File: src/rtl/alu_pkg.sv
// alu_pkg: shared opcode, mux, carry, flag and FSM encodings for the ALU execution stage
package alu_pkg;

    localparam logic [3:0] ALU_OP_ADD  = 4'd0;
    localparam logic [3:0] ALU_OP_SUB  = 4'd1;
    localparam logic [3:0] ALU_OP_AND  = 4'd2;
    localparam logic [3:0] ALU_OP_OR   = 4'd3;
    localparam logic [3:0] ALU_OP_EOR  = 4'd4;
    localparam logic [3:0] ALU_OP_ASL  = 4'd5;
    localparam logic [3:0] ALU_OP_LSR  = 4'd6;
    localparam logic [3:0] ALU_OP_ROL  = 4'd7;
    localparam logic [3:0] ALU_OP_ROR  = 4'd8;
    localparam logic [3:0] ALU_OP_INC  = 4'd9;
    localparam logic [3:0] ALU_OP_DEC  = 4'd10;
    localparam logic [3:0] ALU_OP_PASS = 4'd11;

    localparam logic [2:0] SRC_A    = 3'd0;
    localparam logic [2:0] SRC_X    = 3'd1;
    localparam logic [2:0] SRC_Y    = 3'd2;
    localparam logic [2:0] SRC_DIN  = 3'd3;
    localparam logic [2:0] SRC_SP   = 3'd4;
    localparam logic [2:0] SRC_ZERO = 3'd5;
    localparam logic [2:0] SRC_ONES = 3'd6;

    localparam logic [1:0] CARRY_ZERO = 2'd0;
    localparam logic [1:0] CARRY_ONE  = 2'd1;
    localparam logic [1:0] CARRY_FLAG = 2'd2;
    localparam logic [1:0] CARRY_PORT = 2'd3;

    localparam int FLAG_N = 3;
    localparam int FLAG_V = 2;
    localparam int FLAG_Z = 1;
    localparam int FLAG_C = 0;

    localparam logic [1:0] ST_IDLE = 2'd0;
    localparam logic [1:0] ST_EXEC = 2'd1;
    localparam logic [1:0] ST_BCD  = 2'd2;

    // ADD and SUB are the only ops that can take the decimal path and touch V
    function automatic logic is_arith(input logic [3:0] op);
        return op == ALU_OP_ADD || op == ALU_OP_SUB;
    endfunction

endpackage

File: src/rtl/alu_if.sv
// alu_if: request/result bundle between the control FSM (master) and the ALU stage (slave)
interface alu_if #(
    parameter int DATA_W = 8
);
    logic              start;
    logic [2:0]        src1_sel;
    logic [2:0]        src2_sel;
    logic [1:0]        carry_sel;
    logic [3:0]        alu_op;
    logic              decimal;
    logic [DATA_W-1:0] a_reg;
    logic [DATA_W-1:0] x_reg;
    logic [DATA_W-1:0] y_reg;
    logic [DATA_W-1:0] data_in;
    logic [DATA_W-1:0] sp;
    logic              cin;
    logic              flag_we;
    logic [3:0]        flag_in;
    logic              busy;
    logic              done;
    logic [DATA_W-1:0] out;
    logic              cout;
    logic [3:0]        flags;

    modport master (
        output start, src1_sel, src2_sel, carry_sel, alu_op, decimal,
        output a_reg, x_reg, y_reg, data_in, sp, cin, flag_we, flag_in,
        input  busy, done, out, cout, flags
    );

    modport slave (
        input  start, src1_sel, src2_sel, carry_sel, alu_op, decimal,
        input  a_reg, x_reg, y_reg, data_in, sp, cin, flag_we, flag_in,
        output busy, done, out, cout, flags
    );
endinterface

File: src/rtl/alu_core.sv
// alu_core: combinational binary ALU with per-nibble BCD adjust for ADD/SUB
module alu_core
    import alu_pkg::*;
#(
    parameter int DATA_W = 8
)(
    input  logic [DATA_W-1:0] a_i,
    input  logic [DATA_W-1:0] b_i,
    input  logic              c_i,
    input  logic [3:0]        op_i,
    input  logic              dec_i,
    output logic [DATA_W-1:0] res_o,
    output logic              cout_o,
    output logic              v_o,
    output logic              upd_c_o,
    output logic              upd_v_o
);
    localparam int MSB = DATA_W - 1;
    localparam logic [DATA_W-1:0] ONE = DATA_W'(1);

    logic              sub;
    logic [DATA_W-1:0] bp;
    logic [DATA_W:0]   sum;
    logic [DATA_W-1:0] bcd;
    logic              bcd_c;
    logic [4:0]        nib;
    logic              cy;

    assign sub = op_i == ALU_OP_SUB;
    assign bp  = sub ? ~b_i : b_i;
    assign sum = {1'b0, a_i} + {1'b0, bp} + {{DATA_W{1'b0}}, c_i};
    assign v_o = (a_i[MSB] == bp[MSB]) && (sum[MSB] != a_i[MSB]);

    // Decimal adjust, LSB nibble first: ADD corrects >9 by +6, SUB corrects a nibble borrow by -6
    always_comb begin
        bcd = '0;
        cy  = c_i;
        nib = '0;
        for (int i = 0; i < DATA_W / 4; i++) begin
            nib = {1'b0, a_i[i*4+:4]} + {1'b0, bp[i*4+:4]} + {4'b0, cy};
            cy  = sub ? nib[4] : nib > 5'd9;
            bcd[i*4+:4] = sub ? (nib[4] ? nib[3:0] : nib[3:0] - 4'd6) : (cy ? nib[3:0] + 4'd6 : nib[3:0]);
        end
        bcd_c = cy;
    end

    // Result selection; dec_i is only ever set for ADD/SUB by the caller
    always_comb begin
        res_o   = a_i;
        cout_o  = 1'b0;
        upd_c_o = 1'b0;
        upd_v_o = 1'b0;
        case (op_i)
            ALU_OP_ADD, ALU_OP_SUB: begin
                res_o   = dec_i ? bcd : sum[MSB:0];
                cout_o  = dec_i ? bcd_c : sum[DATA_W];
                upd_c_o = 1'b1;
                upd_v_o = 1'b1;
            end
            ALU_OP_AND: res_o = a_i & b_i;
            ALU_OP_OR:  res_o = a_i | b_i;
            ALU_OP_EOR: res_o = a_i ^ b_i;
            ALU_OP_ASL, ALU_OP_ROL: begin
                res_o   = {a_i[MSB-1:0], op_i == ALU_OP_ROL ? c_i : 1'b0};
                cout_o  = a_i[MSB];
                upd_c_o = 1'b1;
            end
            ALU_OP_LSR, ALU_OP_ROR: begin
                res_o   = {op_i == ALU_OP_ROR ? c_i : 1'b0, a_i[MSB:1]};
                cout_o  = a_i[0];
                upd_c_o = 1'b1;
            end
            ALU_OP_INC: res_o = a_i + ONE;
            ALU_OP_DEC: res_o = a_i - ONE;
            default:    res_o = a_i;
        endcase
    end
endmodule

File: src/rtl/alu_exec_unit.sv
// alu_exec_unit: registered ALU stage with start/busy/done handshake, optional BCD cycle and N/V/Z/C flag register
module alu_exec_unit
    import alu_pkg::*;
#(
    parameter int DATA_W     = 8,
    parameter bit DECIMAL_EN = 1'b1
)(
    input logic   clk,
    input logic   rst_n,
    alu_if.slave  bus
);
    logic [1:0]        state_q, state_d;
    logic [DATA_W-1:0] op1_q, op2_q, out_q;
    logic [3:0]        op_q, flags_q, flags_d;
    logic              cin_q, dec_q, cout_q, done_q;
    logic [DATA_W-1:0] src1, src2, res;
    logic              cin_sel, flag_c_now, accept, fin;
    logic              res_c, res_v, upd_c, upd_v;

    function automatic logic [DATA_W-1:0] pick(input logic [2:0] s, input logic [DATA_W-1:0] a, x, y, d, p);
        return s == SRC_A ? a : s == SRC_X ? x : s == SRC_Y ? y : s == SRC_DIN ? d : s == SRC_SP ? p : s == SRC_ONES ? '1 : '0;
    endfunction

    assign src1       = pick(bus.src1_sel, bus.a_reg, bus.x_reg, bus.y_reg, bus.data_in, bus.sp);
    assign src2       = pick(bus.src2_sel, bus.a_reg, bus.x_reg, bus.y_reg, bus.data_in, bus.sp);
    assign flag_c_now = bus.flag_we ? bus.flag_in[FLAG_C] : flags_q[FLAG_C];
    assign cin_sel    = bus.carry_sel == CARRY_ZERO ? 1'b0 : bus.carry_sel == CARRY_ONE ? 1'b1 : bus.carry_sel == CARRY_FLAG ? flag_c_now : bus.cin;
    assign accept     = state_q == ST_IDLE && bus.start;
    assign fin        = (state_q == ST_EXEC && !dec_q) || state_q == ST_BCD;

    alu_core #(.DATA_W(DATA_W)) u_core (
        .a_i     (op1_q),
        .b_i     (op2_q),
        .c_i     (cin_q),
        .op_i    (op_q),
        .dec_i   (dec_q),
        .res_o   (res),
        .cout_o  (res_c),
        .v_o     (res_v),
        .upd_c_o (upd_c),
        .upd_v_o (upd_v)
    );

    // Next state and next flags; a flag_we load overrides the done update on all four bits
    always_comb begin
        state_d = accept ? ST_EXEC : (state_q == ST_EXEC && dec_q) ? ST_BCD : fin ? ST_IDLE : state_q;
        flags_d = bus.flag_we ? bus.flag_in
                : fin ? {res[DATA_W-1], upd_v ? res_v : flags_q[FLAG_V], res == '0, upd_c ? res_c : flags_q[FLAG_C]}
                : flags_q;
    end

    // FSM and operand latch; everything the op needs is captured at the accept edge
    always_ff @(posedge clk or negedge rst_n) begin
        if (!rst_n) begin
            state_q <= ST_IDLE;
            op1_q   <= '0;
            op2_q   <= '0;
            op_q    <= '0;
            cin_q   <= 1'b0;
            dec_q   <= 1'b0;
        end else begin
            state_q <= state_d;
            if (accept) begin
                op1_q <= src1;
                op2_q <= src2;
                op_q  <= bus.alu_op;
                cin_q <= cin_sel;
                dec_q <= DECIMAL_EN && bus.decimal && is_arith(bus.alu_op);
            end
        end
    end

    // Result registers and done pulse, written only when an operation finishes
    always_ff @(posedge clk or negedge rst_n) begin
        if (!rst_n) begin
            out_q  <= '0;
            cout_q <= 1'b0;
            done_q <= 1'b0;
        end else begin
            done_q <= fin;
            if (fin) begin
                out_q  <= res;
                cout_q <= res_c;
            end
        end
    end

    // Flag register
    always_ff @(posedge clk or negedge rst_n) begin
        if (!rst_n) flags_q <= '0;
        else        flags_q <= flags_d;
    end

    assign bus.busy  = state_q != ST_IDLE;
    assign bus.done  = done_q;
    assign bus.out   = out_q;
    assign bus.cout  = cout_q;
    assign bus.flags = flags_q;
endmodule

File: src/flat_wrapper.sv
// flat-port wrapper written by rule: the top's interface ports become plain ports
module alu_exec_unit_flat import alu_pkg::*;
#(
    parameter int DATA_W     = 8,
    parameter bit DECIMAL_EN = 1'b1
)
  (clk, rst_n, bus_start, bus_src1_sel, bus_src2_sel, bus_carry_sel, bus_alu_op, bus_decimal, bus_a_reg, bus_x_reg, bus_y_reg, bus_data_in, bus_sp, bus_cin, bus_flag_we, bus_flag_in, bus_busy, bus_done, bus_out, bus_cout, bus_flags);
  alu_if #(.DATA_W(DATA_W)) bus_i ();
  input logic clk;
  input logic rst_n;
  input wire logic [$bits(bus_i.start)-1:0] bus_start;
  input wire logic [$bits(bus_i.src1_sel)-1:0] bus_src1_sel;
  input wire logic [$bits(bus_i.src2_sel)-1:0] bus_src2_sel;
  input wire logic [$bits(bus_i.carry_sel)-1:0] bus_carry_sel;
  input wire logic [$bits(bus_i.alu_op)-1:0] bus_alu_op;
  input wire logic [$bits(bus_i.decimal)-1:0] bus_decimal;
  input wire logic [$bits(bus_i.a_reg)-1:0] bus_a_reg;
  input wire logic [$bits(bus_i.x_reg)-1:0] bus_x_reg;
  input wire logic [$bits(bus_i.y_reg)-1:0] bus_y_reg;
  input wire logic [$bits(bus_i.data_in)-1:0] bus_data_in;
  input wire logic [$bits(bus_i.sp)-1:0] bus_sp;
  input wire logic [$bits(bus_i.cin)-1:0] bus_cin;
  input wire logic [$bits(bus_i.flag_we)-1:0] bus_flag_we;
  input wire logic [$bits(bus_i.flag_in)-1:0] bus_flag_in;
  output wire logic [$bits(bus_i.busy)-1:0] bus_busy;
  output wire logic [$bits(bus_i.done)-1:0] bus_done;
  output wire logic [$bits(bus_i.out)-1:0] bus_out;
  output wire logic [$bits(bus_i.cout)-1:0] bus_cout;
  output wire logic [$bits(bus_i.flags)-1:0] bus_flags;
  assign bus_i.start = bus_start;
  assign bus_i.src1_sel = bus_src1_sel;
  assign bus_i.src2_sel = bus_src2_sel;
  assign bus_i.carry_sel = bus_carry_sel;
  assign bus_i.alu_op = bus_alu_op;
  assign bus_i.decimal = bus_decimal;
  assign bus_i.a_reg = bus_a_reg;
  assign bus_i.x_reg = bus_x_reg;
  assign bus_i.y_reg = bus_y_reg;
  assign bus_i.data_in = bus_data_in;
  assign bus_i.sp = bus_sp;
  assign bus_i.cin = bus_cin;
  assign bus_i.flag_we = bus_flag_we;
  assign bus_i.flag_in = bus_flag_in;
  assign bus_busy = bus_i.busy;
  assign bus_done = bus_i.done;
  assign bus_out = bus_i.out;
  assign bus_cout = bus_i.cout;
  assign bus_flags = bus_i.flags;
  alu_exec_unit #(.DATA_W(DATA_W), .DECIMAL_EN(DECIMAL_EN)) u_core (.clk(clk), .rst_n(rst_n), .bus(bus_i));
endmodule
File: config.mk
export PLATFORM = sky130hd
export DESIGN_NAME = alu_exec_unit_flat
export DESIGN_NICKNAME = d
export VERILOG_FILES = /design/src/rtl/alu_pkg.sv /design/src/rtl/alu_if.sv /design/src/rtl/alu_core.sv /design/src/rtl/alu_exec_unit.sv /design/src/flat_wrapper.sv
export SDC_FILE = /design/constraint.sdc
export NUM_CORES = 1
export LEC_CHECK = 0
export BUFFER_PORTS_ARGS = -buffer_cell sky130_fd_sc_hd__buf_2
export CAP_MARGIN = 40
export CORE_MARGIN = 2
export CORE_UTILIZATION = 35
export DETAILED_ROUTE_END_ITERATION = 12
export GPL_ROUTABILITY_DRIVEN = 0
export SYNTH_ARGS = -nofsm -noshare
export SYNTH_HDL_FRONTEND = slang
export SYNTH_SLANG_ARGS = --single-unit
File: constraint.sdc
create_clock -name clk -period 6 [get_ports clk]
set_input_delay 0 -clock clk [delete_from_list [all_inputs] [get_ports clk]]
set_output_delay 0 -clock clk [all_outputs]
set_load 0.005 [all_outputs]
=== Word level (Yosys, flattened, before mapping) ===
Index checks and enable logic that the tools add are counted.

* Flip-flop bits (word level): 38
* Bits in latches: 0
* Memory bits (writable): 0
* Bits in read-only memories: 0
* Logic and storage cells: 123
* Memories kept: 0

* Add/subtract/negate cells: 12
* $mul: 0
* Div/mod/pow operators: 0
* Magnitude comparators: 2
* Eq/ne operators: 27
* Shifts and indexed selects: 0
* Mux-type cells: 40
* Bitwise operators: 4
* Reductions and logical operators: 26

{| class="wikitable"
|+ Operators with widths
! kind !! count
|-
| 8-bit 2-to-1 mux || 14
|-
| 8-bit one-hot mux with 8 select lines || 1
|-
| 4-bit 2-to-1 mux || 8
|-
| 4-bit by 3-bit equality test with 1-bit output (second input constant) || 4
|-
| 1-bit 2-to-1 mux || 13
|-
| 3-bit by 2-bit equality test with 1-bit output (second input constant) || 4
|-
| 3-bit equality test (second input constant) || 4
|-
| 4-bit equality test (second input constant) || 3
|-
| 4-bit by 4-bit adder with 5-bit output || 2
|-
| 5-bit by 1-bit adder with 5-bit output || 2
|-
| 5-bit by 4-bit > comparator with 1-bit output (second input constant) || 2
|-
| 8-bit by 8-bit adder with 9-bit output || 1
|-
| 9-bit by 1-bit adder with 9-bit output || 1
|-
| 4-bit by 3-bit adder with 4-bit output (second input constant) || 2
|-
| 8-bit by 1-bit adder with 8-bit output (second input constant) || 1
|-
| 8-bit bitwise AND || 1
|-
| 4-bit by 1-bit equality test with 1-bit output (second input constant) || 2
|-
| 4-bit by 2-bit equality test with 1-bit output (second input constant) || 2
|-
| 4-bit zero test || 2
|-
| 8-bit zero test || 1
|-
| 8-bit inverter || 1
|-
| 8-bit bitwise OR || 1
|-
| 2-bit nonzero test || 4
|-
| 4-bit by 3-bit subtractor with 4-bit output (second input constant) || 2
|-
| 18 further kinds || 33
|}

=== Depth between registers and ports, before layout ===
* Depth after elaboration: 16
* Mapped depth: 22
* Depth with buffers taken out: 19

=== By module ===
Synthesis repeated with hierarchy kept, for this count alone.

* Cell total of the unflattened synthesis: 536
* Area, all modules: 4386.7 µm²

{| class="wikitable"
|+ Modules (own cells, without submodules)
! module !! times used !! cells an instance !! area an instance (µm²) !! seq. area each (µm²)
|-
| alu_core || 1 || 303 || 2198.4 || 0.0
|-
| alu_exec_unit || 1 || 233 || 2188.3 || 950.9
|}

=== Worst setup path before layout ===
Ideal clock, no wire load.

* Kind: register -> register
* From: register u_core.op_q[2]
* To: register u_core.flags_q[3] (netlist: u_core.bus.flags[3])
* Library setup time: 0.077 ns
* Data arrival time: 4.795 ns
* Required time: 5.923 ns
* Path slack: 1.128 ns
* Stages on the path, launching flop included: 22
* Buffers on the path: 2
* Cells stage by stage: dfrtp_1 or4b_1 buf_2 buf_1 xnor2_1 fa_1 nand2b_1 a21oi_1 a21oi_1 o21bai_1 fa_1 inv_1 fa_1 xor2_1 inv_1 ha_1 nor2b_1 xnor2_1 o2111ai_1 a311oi_1 o21ai_0 a21oi_1

* Cells in the longest elaborated chain, start to end: 15
* Elaborated cells between the ends (all ways): 35
* Classes of those cells: add/sub: 8; order compare: 2; eq/ne: 10; mux: 11; reduce/logical: 4

{| class="wikitable"
|+ RTL lines
! what !! line !! source
|-
| start, declared || alu_exec_unit.sv:14 || <nowiki>logic [3:0] op_q, flags_q, flags_d;</nowiki>
|-
| start signal, assigned || alu_exec_unit.sv:66 || <nowiki>op_q <= bus.alu_op;</nowiki>
|-
| 4-bit by 1-bit equality test with 1-bit output || alu_core.sv:29, alu_core.sv:53 ||
|-
| 8-bit 2-to-1 mux || alu_core.sv:30 || <nowiki>assign bp = sub ? ~b_i : b_i;</nowiki>
|-
| 4-bit by 4-bit adder with 5-bit output || alu_core.sv:40 || <nowiki>nib = {1'b0, a_i[i*4+:4]} + {1'b0, bp[i*4+:4]} + {4'b0, cy};</nowiki>
|-
| 5-bit by 1-bit adder with 5-bit output || alu_core.sv:40 ||
|-
| 5-bit by 4-bit > comparator with 1-bit output || alu_core.sv:41 || <nowiki>cy = sub ? nib[4] : nib > 5'd9;</nowiki>
|-
| 1-bit 2-to-1 mux || alu_core.sv:41 ||
|-
| 5-bit by 1-bit adder with 5-bit output || alu_core.sv:40 ||
|-
| 5-bit by 4-bit > comparator with 1-bit output || alu_core.sv:41 ||
|-
| 1-bit 2-to-1 mux || alu_core.sv:41 ||
|-
| 4-bit 2-to-1 mux (2 in a row) || alu_core.sv:42 || <nowiki>bcd[i*4+:4] = sub ? (nib[4] ? nib[3:0] : nib[3:0] - 4'd6) : (cy ? nib[3:0] + 4'd6 : nib[3:0]);</nowiki>
|-
| 8-bit 2-to-1 mux || alu_core.sv:55 || <nowiki>res_o = dec_i ? bcd : sum[MSB:0];</nowiki>
|-
| 8-bit one-hot mux with 8 select lines * || alu_core.sv:53 || <nowiki>case (op_i)</nowiki>
|-
| 4-bit 2-to-1 mux * || alu_exec_unit.sv:48 || <nowiki>: fin ? {res[DATA_W-1], upd_v ? res_v : flags_q[FLAG_V], res == '0, upd_c ? res_c : flags_q[FLAG_C]}</nowiki>
|-
| 4-bit 2-to-1 mux * || alu_exec_unit.sv:47 || <nowiki>flags_d = bus.flag_we ? bus.flag_in</nowiki>
|-
| end signal, assigned || alu_exec_unit.sv:91 || <nowiki>else flags_q <= flags_d;</nowiki>
|-
| end, declared || alu_exec_unit.sv:14 ||
|}

Mark *: on every way between the ends. The rest lies on a longest branch, timed or not. The select of a mux whose other input is x is not followed.
A chain may end at the register's enable or synchronous reset.

=== Worst setup path in the final report ===
* From: register u_core.op_q[1]
* To: register u_core.flags_q[3] (netlist: u_core.bus.flags[3])

Same word-level chain as after synthesis.

==> impl_results.md <==
- Most common flop cell mapped by yosys: dfrtp_1
- Hold Startpoint: bus_carry_sel[0]
- Crit. Startpoint: u_core.op_q[1]$_DFFE_PN0P_
- Layout Skew: 0.00377 ns
- Overflow left after global routing: 0
- Filler cells: 1243
- Largest net degree at the start of global routing: 39
- Worst hold path class: in2reg
- Post-synth EDFFs: 0
- Longest Clk Path Bufs: 2
- DP Worst Slack: 1.01 ns
- Core area: 0.0121 sq mm
- Per-cell routed wire length: between 15 and 20 microns
- TritonCTS Buffers: 5
- Later-pin clock latency in the skew report: 0.28 ns
- Critical path endpoint category: flip-flop
- CTS tree: yes
- DR iter-0 viols: 376
- Average via count per standard cell: 5.61
- First-pass GRT wire length: around 21000 microns
- Most frequent cells in the layout: nand2_1, o21ai_0, buf_2
- Root buffer cell: clkbuf_16
- Reg power frac: about 23%
- Worst r2r src: u_core.op_q[1]$_DFFE_PN0P_
- Net count, final: roughly 770
- Worst R2R Setup Slack: about 0.92 ns
- Post-synth net total: about 700
- Starting Density: 36.2%
- Syn Inst Count: 610
- CP startpoint kind: flip-flop
- Ports: 77
- Layout cells sized above 1: 15.7%
- R2r endpoint: u_core.bus.flags[3]$_DFFE_PN0P_
- Final Critical Period: 5.08 ns
- Post-Syn Area per Cell: around 7.1 sq um
- Ant. Diodes: 0
- Setup_tns: 0 ns
- Clk slew on worst S/H paths: 0.05 ns
- Commonest non-fill, non-tap cell in the layout: nand2_1
- Die W: 116 microns
- Worst-Margin Slew: 0.825 ns
- Die Span Y: 116 microns
- Internal power: ~0.93 mW
- CP endpoint: u_core.bus.flags[3]$_DFFE_PN0P_
- Post-CTS sizing: 0
- Pins Over Slew Limit: 0
- Vias post-DR: 4681
- Sequential-to-total area share from yosys stat: ~22%
- TritonRoute pass-1 iters: 5
- Mapped Area: roughly 0.0044 sq mm
- Initial antenna violation count: 0
- Count of cell types in the netlist: 65
- Comb power frac: about 60%
- Worst reg2reg path depth: 20
- Setup violators final: 0
- Sw frac: between 40% and 50%
- PortBufs: 76
- Leak pwr: 2.31 nW
- Max H-tree Level: 2
- RSZ-0062 raised after global routing: no
- Relative slew margins: between 40% and 50%
- Worst EP arrival: 5.28 ns
- Area growth syn-to-layout: 17.4%
- Period utilisation layout: around 85%
- DP Wirelength: 9910 microns
- Net Switching: approximately 0.8 mW
- Share of total power in the clock network: 17.6%
- Number of synthesized register bits: 38
- Clk sinks: 38
- Async SR Flop Fraction: 100%
- Pwr dens: 335 mW/mm^2
- Status: finished, final reports clean
- Maxcap violations: 0
- Vias in the first global route: 4406
- Die ar.: 0.0134 sq mm
- Final worst slack: 0.922 ns
- Worst Path Required: 6.21 ns
- ANT nets after route: 0
- Synth warn: 0
- Critical Path Fanout Max: 16
- VDD IR max: roughly 120 uV
- Max Clk Rate: 197 MHz
- Final hold vios: 0
- DRC errors left: 0
- All-Layer GR Usage: 19.4%
- Critical setup path kind: reg2reg
- Routed WL: 12800 microns
- Rows: 40
## sequential cells by signal, indices dropped and copies added, names as in the netlist
name and cells:
u_core.bus.out 8, u_core.op1_q 8, u_core.op2_q 8, u_core.bus.flags 4, u_core.op_q 4, u_core.state_q 2, u_core.bus.cout 1, u_core.bus.done 1
u_core.cin_q 1, u_core.dec_q 1
## metal layers
metal	vias up	global-route usage, %	part of all wire, %
li1	2308	-	-
met1	2148	26.2	44
met2	201	32.2	47
met3	24	2.46	7.0
met4	0	6.27	2.2
met5	-	0	0
## area by class of cell
class	count	area, sq um	share of cell area [%]
sequential	38	951	18.6
timing repair buffer	93	548	10.7
tap	168	210	4.11
clock buffer	6	139	2.71
inverter	34	128	2.49
clock inverter	1	30.0	0.587
multi-input combinational	495	3110	60.8
## worst max-delay path: stages (launching register included)
cell and delay [ns]:
dfrtp_1 0.37, or4b_1 0.59, buf_4 0.25, xnor2_1 0.15
ha_1 0.37, xor2_1 0.24, o211a_2 0.26, a21oi_1 0.08
o21bai_1 0.18, fa_1 0.24, inv_1 0.06, fa_1 0.39
xor2_1 0.41, inv_1 0.12, ha_1 0.22, nor2b_1 0.13
xnor2_1 0.15, o2111ai_1 0.18, a311oi_1 0.30, o21ai_0 0.17
a21oi_1 0.16
## cell usage after synthesis (all sizes together), types with 5 or more instances
| library cell | number | area, sq um |
|---|---|---|
| a31oi | 9 | 56.3 |
| nand3 | 17 | 85.1 |
| nor2 | 55 | 206 |
| xnor2 | 13 | 114 |
| o31ai | 5 | 42.5 |
| buf | 9 | 42.5 |
| a21oi | 34 | 170 |
| nand2 | 91 | 342 |
| ha | 33 | 413 |
| o21ai | 85 | 425 |
| nand2b | 9 | 56.3 |
| o2111ai | 6 | 52.6 |
| xor2 | 6 | 52.6 |
| o32ai | 15 | 131 |
| mux2 | 9 | 101 |
| a21o | 5 | 37.5 |
| dfrtp | 38 | 951 |
| o21bai | 5 | 37.5 |
| o211ai | 8 | 60.1 |
| clkbuf | 34 | 128 |
| nor3 | 9 | 45.0 |
| or3 | 6 | 37.5 |
| a211oi | 5 | 42.5 |
| nand4 | 6 | 37.5 |
| inv | 32 | 120 |
## logic make-up after synthesis
| logic type | count (synthesis) | share of synthesized area [%] |
|---|---|---|
| AOI/OAI and AO/OA | 211 | 31.0 |
| adders and majority gates | 37 | 11.3 |
| DFF | 38 | 21.8 |
| buffers and inverters | 77 | 6.83 |
| xor gates and xnor gates | 19 | 3.82 |
| and+or+nand+nor | 216 | 22.2 |
| muxes | 12 | 3.01 |
## timing repair
action / CTS / global route
hold buffers: 9 / 0
endpoints found under the hold margin: 46 / 0
setup buffers: 0 / 0
## power by group through the flow
| stage | sequential (mW) | clock [mW] | combinational (mW) |
|---|---|---|---|
| after detailed placement | 0.392 | 0 | 1.00 |
| after floorplan | 0.370 | 0 | 0.744 |
| after global placement | 0.388 | 0 | 0.978 |
| final | 0.388 | 0.302 | 1.03 |
| after CTS | 0.388 | 0.309 | 1.01 |
| after global routing | 0.397 | 0.324 | 1.16 |
## worst min-delay path by stage
stage / endpoint / depth (start not counted)
finish: u_core.cin_q$_DFFE_PN0P_ / 3
global route: u_core.cin_q$_DFFE_PN0P_ / 3
CTS: u_core.cin_q$_DFFE_PN0P_ / 3
detailed placement: u_core.bus.flags[3]$_DFFE_PN0P_ / 1
global placement: u_core.bus.flags[1]$_DFFE_PN0P_ / 1
floorplan: u_core.bus.cout$_DFFE_PN0P_ / 0
## per-stage QoR
stage          instances  hold slack [ns]  area (sq um)  total power, mW  util (%)
4_1_cts              835           0.0326          5120             1.71      42.4
6_report             835           0.0295          5120             1.72      42.4
5_1_grt              835           0.0509          5120             1.88      42.4
3_5_place_dp         819            0.146          4860             1.39      40.3
2_1_floorplan        610           -0.296          4360             1.11         -
3_3_place_gp         817            0.130          4830             1.37      40.0
Note: power is estimated with default switching activity, not from simulation.
